<file path="src/rtl/fp_div_pkg.sv">
// Shared constants and state encoding for the mantissa divider.
package fp_div_pkg;

  localparam int unsigned MW = 24;              // mantissa width incl. hidden bit
  localparam int unsigned QW = MW + 2;          // quotient width and iteration count
  localparam int unsigned RW = MW + 1;          // partial remainder width
  localparam int unsigned CW = $clog2(QW);      // iteration counter width

  typedef enum logic [1:0] {
    StIdle = 2'd0,
    StRun  = 2'd1,
    StDone = 2'd2
  } state_e;

  // Quotient reported for a zero divisor.
  localparam logic [QW-1:0] QuotDivZero = '1;

endpackage

</file>
<file path="src/rtl/FA.sv">
// One-bit full adder cell.
module FA (
  input  logic in1,
  input  logic in2,
  input  logic cin,
  output logic sum,
  output logic cout
);

  assign sum  = in1 ^ in2 ^ cin;
  assign cout = (in1 & in2) | (cin & (in1 ^ in2));

endmodule

</file>
<file path="src/rtl/sub_25bit.sv">
// 25-bit ripple subtractor: D = in1 - in2 as in1 + ~in2 + 1. Cout = 1 means no borrow.
module sub_25bit
  import fp_div_pkg::*;
(
  input  logic [RW-1:0] in1,
  input  logic [RW-1:0] in2,
  output logic [RW-1:0] D,
  output logic          Cout
);

  logic [RW:0] carry;

  assign carry[0] = 1'b1;
  assign Cout     = carry[RW];

  for (genvar i = 0; i < RW; i++) begin : g_fa
    FA u_fa (
      .in1  (in1[i]),
      .in2  (~in2[i]),
      .cin  (carry[i]),
      .sum  (D[i]),
      .cout (carry[i+1])
    );
  end

endmodule

</file>
<file path="src/rtl/fp_div_mant.sv">
// Restoring mantissa divider, one quotient bit per clock, MSB first.
// Optional build macro FP_DIV_EARLY_TERM_EN: finish as soon as the partial remainder is zero.
module fp_div_mant
  import fp_div_pkg::*;
(
  input  logic          clk,
  input  logic          rst_n,
  input  logic          start,
  input  logic [MW-1:0] dividend,
  input  logic [MW-1:0] divisor,
  output logic          busy,
  output logic          done,
  output logic [QW-1:0] quotient,
  output logic          sticky,
  output logic          div_by_zero
);

  state_e        state_q, state_d;
  logic [RW-1:0] rem_q, rem_d;
  logic [MW-1:0] dsr_q, dsr_d;
  logic [QW-1:0] quot_q, quot_d;
  logic [CW-1:0] cnt_q, cnt_d;
  logic          sticky_q, sticky_d;
  logic          dbz_q, dbz_d;

  logic [RW-1:0] diff;
  logic [RW-1:0] rem_next;
  logic          no_borrow;
  logic          last_iter;

  sub_25bit u_sub (
    .in1  (rem_q),
    .in2  ({1'b0, dsr_q}),
    .D    (diff),
    .Cout (no_borrow)
  );

  // Restore by keeping R when the trial subtraction borrows; R < 2B so no bit is lost.
  assign rem_next = no_borrow ? (diff << 1) : (rem_q << 1);

`ifdef FP_DIV_EARLY_TERM_EN
  assign last_iter = (cnt_q == '0) || (rem_next == '0);
`else
  assign last_iter = (cnt_q == '0);
`endif

  // Next-state, datapath updates and status outputs.
  always_comb begin
    state_d  = state_q;
    rem_d    = rem_q;
    dsr_d    = dsr_q;
    quot_d   = quot_q;
    cnt_d    = cnt_q;
    sticky_d = sticky_q;
    dbz_d    = dbz_q;
    busy     = 1'b0;
    done     = 1'b0;

    unique case (state_q)
      StIdle: begin
        if (start) begin
          rem_d    = {1'b0, dividend};
          dsr_d    = divisor;
          quot_d   = '0;
          cnt_d    = CW'(QW - 1);
          sticky_d = 1'b0;
          dbz_d    = 1'b0;
          if (divisor == '0) begin
            quot_d  = QuotDivZero;
            dbz_d   = 1'b1;
            // Counter doubles as a one-cycle hold so done lands where early termination would.
            cnt_d   = CW'(1);
            state_d = StDone;
          end else begin
            state_d = StRun;
          end
        end
      end

      StRun: begin
        busy          = 1'b1;
        quot_d[cnt_q] = no_borrow;
        rem_d         = rem_next;
        cnt_d         = cnt_q - CW'(1);
        if (last_iter) begin
          sticky_d = |rem_next;
          cnt_d    = '0;
          state_d  = StDone;
        end
      end

      StDone: begin
        if (cnt_q != '0) begin
          cnt_d = cnt_q - CW'(1);
        end else begin
          done    = 1'b1;
          state_d = StIdle;
        end
      end

      default: state_d = StIdle;
    endcase
  end

  // State and datapath registers.
  always_ff @(posedge clk or negedge rst_n) begin
    if (!rst_n) begin
      state_q  <= StIdle;
      rem_q    <= '0;
      dsr_q    <= '0;
      quot_q   <= '0;
      cnt_q    <= '0;
      sticky_q <= 1'b0;
      dbz_q    <= 1'b0;
    end else begin
      state_q  <= state_d;
      rem_q    <= rem_d;
      dsr_q    <= dsr_d;
      quot_q   <= quot_d;
      cnt_q    <= cnt_d;
      sticky_q <= sticky_d;
      dbz_q    <= dbz_d;
    end
  end

  assign quotient    = quot_q;
  assign sticky      = sticky_q;
  assign div_by_zero = dbz_q;

endmodule

</file>
<file path="config.mk">
export PLATFORM = sky130hd
export DESIGN_NAME = fp_div_mant
export DESIGN_NICKNAME = d
export VERILOG_FILES = /design/src/rtl/fp_div_pkg.sv /design/src/rtl/FA.sv /design/src/rtl/sub_25bit.sv /design/src/rtl/fp_div_mant.sv
export SDC_FILE = /design/constraint.sdc
export NUM_CORES = 1
export LEC_CHECK = 0
export CAP_MARGIN = 25
export CORE_ASPECT_RATIO = 0.6
export CORE_MARGIN = 10
export CORE_UTILIZATION = 50
export DETAILED_ROUTE_END_ITERATION = 7
export PLACE_DENSITY = 0.84
export SLEW_MARGIN = 20
export SYNTH_ARGS = -nofsm -noshare
export SYNTH_HDL_FRONTEND = slang
export SYNTH_SLANG_ARGS = --single-unit
</file>
<file path="constraint.sdc">
create_clock -name clk -period 28.9 [get_ports clk]
set_input_delay 5.78 -clock clk [delete_from_list [all_inputs] [get_ports clk]]
set_output_delay 5.78 -clock clk [all_outputs]
set_load 0.02 [all_outputs]
</file>
## After elaboration in Yosys (flattened, before gate mapping)

Index checks and enable logic that the tools add are counted.

- Output and inout bits: 30
- Register bits after elaboration: 84

- Magnitude comparators: 2
- Add/subtract/negate cells: 1
- Mux-type cells: 26
- Reductions and logical operators: 13
- Bitwise logic cells: 146
- Equal/unequal tests: 6

Operators by type and width:

| kind | number |
|---|---|
| two-way mux 26 bit | 2 |
| one-hot mux 26 bit (2 select lines) | 1 |
| two-way mux 25 bit | 2 |
| one-hot mux 25 bit (2 select lines) | 1 |
| bitwise AND 1 bit | 48 |
| bitwise XOR 1 bit | 47 |
| bitwise mux 26 bit | 1 |
| inverter 1 bit | 26 |
| OR 1 bit | 25 |
| OR reduction 25 bit | 1 |
| logical NOT 24 bit | 1 |
| two-way mux 5 bit | 4 |
| one-hot mux 5 bit (3 select lines) | 1 |
| AND reduction 3 bit | 3 |
| two-way mux 2 bit | 4 |
| inequality test 2 bit (second input constant) | 4 |
| two-way mux 1 bit | 7 |
| < comparator 5 x 6 -> 1 bit (second input constant) | 1 |
| one-hot mux 2 bit (3 select lines) | 1 |
| demux 1 bit (select 5 bit) | 1 |
| greater-or-equal comparator 5 x 1 -> 1 bit (second input constant) | 1 |
| logical NOT 5 bit | 1 |
| nonzero test 5 bit | 1 |
| subtractor 5 x 1 -> 5 bit (second input constant) | 1 |
| 8 further kinds | 9 |

## Longest topological paths before layout

- Depth after elaboration: 55
- Mapped depth: 34
- Mapped depth without buffers: 31

## Modules after synthesis

A second synthesis with hierarchy kept.

- Cells, all modules: 538
- Area total of the unflattened synthesis: 5310.1 um^2

By module, submodules not included:

| module | area an instance (um^2) | times used | sequential area each (um^2) | cells each |
|---|---|---|---|---|
| fp_div_mant | 4712.0 | 1 | 2102.0 | 487 |
| FA | 20.0 | 25 | 0.0 | 1 |
| sub_25bit | 97.6 | 1 | 0.0 | 26 |

## Worst setup path before layout

OpenSTA, ideal clock, no wires.

- Kind: reg2reg
- From: register rem_q[0]
- To: register sticky_q, in the netlist sticky
- Path buffers: 1
- Data required time: 28770 ps
- Stages on the path, launching flop included: 33
- Data arrival time: 10208 ps
- Period minus slack after synthesis: 10338 ps
- Library setup time: 130 ps
- Slack: 18562 ps
- Path through: dfrtp_1 -> inv_1 -> ha_1 -> inv_1 -> fa_1 -> inv_1 -> fa_1 -> fa_1 -> fa_1 -> fa_1 -> fa_1 -> fa_1 -> fa_1 -> fa_1 -> fa_1 -> fa_1 -> fa_1 -> fa_1 -> fa_1 -> fa_1 -> fa_1 -> fa_1 -> fa_1 -> fa_1 -> fa_1 -> fa_1 -> fa_1 -> fa_1 -> nor2b_1 -> clkbuf_1 -> or4_1 -> nor4_1 -> o22ai_1

- Word-level cells in the longest chain between the ends: 54
- Elaborated cells on any way between the ends: 79
- Those cells by class: 3 x mux; 75 x bitwise; 1 x reduce/logical

Ends and longest elaborated chain:

| item | line | RTL |
|---|---|---|
| from (decl) | fp_div_mant.sv:19 | `logic [RW-1:0] rem_q, rem_d;` |
| from (signal assigned) | fp_div_mant.sv:117 | `rem_q <= rem_d;` |
| bitwise AND 1 bit / bitwise XOR 1 bit (equally long branches) | FA.sv:11, FA.sv:10 |  |
| OR 1 bit | FA.sv:11 | `assign cout = (in1 & in2) \| (cin & (in1 ^ in2));` |
| bitwise AND 1 bit | FA.sv:11 |  |
| OR 1 bit | FA.sv:11 |  |
| bitwise AND 1 bit | FA.sv:11 |  |
| OR 1 bit | FA.sv:11 |  |
| bitwise AND 1 bit | FA.sv:11 |  |
| OR 1 bit | FA.sv:11 |  |
| [... 38 more ...] | -- |  |
| bitwise AND 1 bit | FA.sv:11 |  |
| OR 1 bit | FA.sv:11 |  |
| bitwise AND 1 bit | FA.sv:11 |  |
| OR 1 bit | FA.sv:11 |  |
| two-way mux 25 bit (*) | fp_div_mant.sv:39 | `assign rem_next = no_borrow ? (diff << 1) : (rem_q << 1);` |
| OR reduction 25 bit (*) | fp_div_mant.sv:86 | `sticky_d = \|rem_next;` |
| two-way mux 1 bit (*) | fp_div_mant.sv:85 | `if (last_iter) begin` |
| one-hot mux 1 bit (2 select lines) (*) | fp_div_mant.sv:59 | `unique case (state_q)` |
| to (signal assigned) | fp_div_mant.sv:121 | `sticky_q <= sticky_d;` |
| to (decl) | fp_div_mant.sv:23 | `logic sticky_q, sticky_d;` |

Every way passes the cells marked *; elsewhere a longest branch is shown, timed or not. The select of a mux whose other input is x is not followed.
A chain may end at the register's enable or synchronous reset.

## Final worst setup path

Same ends and word-level chain as after synthesis.

==> impl_metrics.ini <==
[die]
initial_core_util = 0.5173
placementRows = 28
dieWidth_um = 150.8
num_io_pins = 81
dieArea_sq_mm = 0.01484
die_y_um = 98.45
core_area_sq_mm = 0.009915

[logic_synthesis]
synthArstFlopShare = 1.000
synth_top_area_share = 0.4099
synth_edf_count = 0
yosys_warnings = 0
ys_types = 47
synth-seq-cells = 84
synth_area_sq_mm = 0.005129
synth_flop_cell = dfrtp_1
synth_area_leaders = dfrtp_1 (41%), fa_1 (9.0%), mux2i_1 (8.8%)
netlist_instances = 501
syn_nets = 584
avgSynthCellArea_sq_um = 10.24
yosys.area.top_type = dfrtp_1
synth_seq_area_share = 0.4099

[setup_path]
worstSetupStartpointType = flop
r2r_start = rem_q[0]
end_kind = flop
path_common_cell = fa_1
cp.arrival_ns = 11.40
slowest_stage = or4_1
max_stage_delay_ns = 0.56
critPathKind = flop to flop
reg2reg_depth = 32
worstPathRequired_ns = 29.12
cp_max_fo = 31
rrSetupSlack_ns = 17.72
crit_start = rem_q[0]
rr_endpoint = sticky

[sta]
rsz0062_at_grt = false
setup_viol = 0
worst_pin_slew_ns = 0.8117
relSlewSlack = 0.4589
tns_ns = 0
setup_ws_ns = 17.72
finalHoldViolCount = 0
fin_crit_ns = 11.18
period_share = 0.3867
max_freq_ghz = 0.08948
fin_skew_ns = 0.006827
drv_slew = 0

[cts]
path_clk_slew_ns = 0.06
clockBufferDepth = 2
cts_setup_buffers = 0
post_cts_resized = 0
htreeDepth = 3
cts_made_buffers = 9
clk_latency_ns = 0.35
clockRootBuffer = clkbuf_16
cts_tree = yes
cts_num_sinks = 84
hold_buffers = 0

[cells_and_area]
multi_input_area_sq_mm = 0.002758
seq_area_sq_mm = 0.002102
final_area_sq_mm = 0.006309
n_fill_cell = 764
syn_to_final_growth_pct = 23.01
antennaDiodeCount = 0
nets = 647
drive_gt1_frac = 0.1090

[pwr]
powerDensity_mw_per_mm2 = 143.6
leakage_nw = 2.588
fin_total_pwr_mw = 0.9062
peakVddDrop_mv = 0.06200

[drt]
antenna_left = 0
wirelength_um = 14900
vias_per_cell = 6.078
drt_iter0_markers = 419
wl_per_cell_um = 21.16
vias = 4279
dr.pass1.iters = 5
drc_errors = 0

[worst_hold_path]
hold_end = div_by_zero
min_from = div_by_zero
holdPathStages = 2
hold_path.class = flop to flop

[global_routing]
antenna_found_initial = 0
grtUsageTotal = 0.2027
grt_pass1_wl_um = 23690
grt_max_degree = 85
grt_overflow = 0
grt_pass1_vias = 4373

[placed_design]
hpwlAfterDp_um = 11120
place_area_sq_mm = 0.005958
portBuffers = 80
dpl_worst_slack_ns = 17.79
place_congestion = 1.012

[outcome]
status = finished, final reports clean

[flow_run]
maxCapViolations = 0
## cell usage in the layout (no fill, tap or decap), types with 2 or more instances in the layout
master / n
nand2b_1: 8
clkbuf_16: 9
clkdlybuf4s50_1: 79
nor4_1: 14
nor2_1: 59
nand4_1: 7
dfrtp_1: 84
a21oi_1: 10
fa_1: 23
o311a_1: 11
nand3b_1: 2
mux2_2: 24
a211oi_1: 16
or2_2: 2
buf_4: 2
nor3_1: 3
nor4_2: 7
or4_1: 2
o21a_1: 2
nand2_1: 30
ha_1: 8
mux2i_1: 45
clkinvlp_4: 2
nand3_1: 3
a211o_1: 2
o22ai_1: 17
o31ai_1: 2
o21ai_0: 37
clkinv_4: 2
buf_8: 3
inv_1: 31
## where the power goes
part	leakage (nW)	internal (mW)	switching [mW]	total (mW)
logic	1.44	0.237	0.309	0.545
clock network	0.142	0.0674	0.0503	0.118
registers	1.00	0.178	0.0646	0.243
## cell usage after synthesis (all sizes together) (7+ instances only)
| cell type | count |
|---|---|
| dfrtp | 84 |
| nor2 | 59 |
| mux2i | 45 |
| o21ai | 37 |
| inv | 31 |
| nand2 | 30 |
| mux2 | 25 |
| fa | 23 |
| nor4 | 21 |
| clkbuf | 17 |
| o22ai | 17 |
| a211oi | 16 |
| buf | 16 |
| o311a | 11 |
| a21oi | 10 |
| ha | 9 |
| nand2b | 8 |
| nand4 | 7 |
## critical path: cells and delay by family (launching register included)
family          cells  cell delay [ns]
compound gates      1             0.14
fa+ha+maj          24             9.05
flops               1             0.36
simple gates        3             1.04
buf+inv             4             0.47
## state kept, by name, indices dropped and copies added (netlist names)
register and count:
dsr_q 24, sticky 1, rem_q 25, quotient 26, cnt_q 5, div_by_zero 1, state_q 2
## stage by stage
step | std cells | hold slack [ns] | util
2_1_floorplan | 501 | 0.4664 | -
3_3_place_gp | 685 | 0.4767 | 0.6010
3_5_place_dp | 685 | 0.4850 | 0.6010
4_1_cts | 701 | 0.5024 | 0.6314
5_1_grt | 704 | 0.5480 | 0.6363
6_report | 704 | 0.5093 | 0.6363
## worst max path at each step
stage | cells after the start | endpoint | slack (ns)
floorplan | 32 | sticky | 18.56
detailed placement | 32 | sticky | 17.79
CTS | 32 | sticky | 17.76
finish | 32 | sticky | 17.72
global route | 32 | sticky | 17.44
global placement | 32 | sticky | 18.13
## routing by layer
layer / GRT usage / up-vias / wire length (um)
met5: 0.02667 / - / 54
met4: 0.05306 / 2 / 245
met3: 0.07717 / 24 / 1524
met2: 0.2888 / 224 / 6442
met1: 0.2799 / 2109 / 6632
li1: - / 1920 / -
## layout make-up
cell class,instances,area share
clock buffers,9,0.03570
multi-input cells,353,0.4371
inverters,31,0.01845
well taps,135,0.02678
flip-flops and latches,84,0.3332
clock inverters,7,0.01210
repair buffers,85,0.1367
## kinds of logic after synthesis
| group | count (synthesis) | share of synthesized area |
|---|---|---|
| and+or+nand+nor | 144 | 0.1437 |
| AOI/OAI and AO/OA | 107 | 0.1378 |
| DFF | 84 | 0.4099 |
| muxes | 70 | 0.1434 |
| buffers and inverters | 64 | 0.05343 |
| adders and majority gates | 32 | 0.1117 |
(Power assumes the default switching activity.)
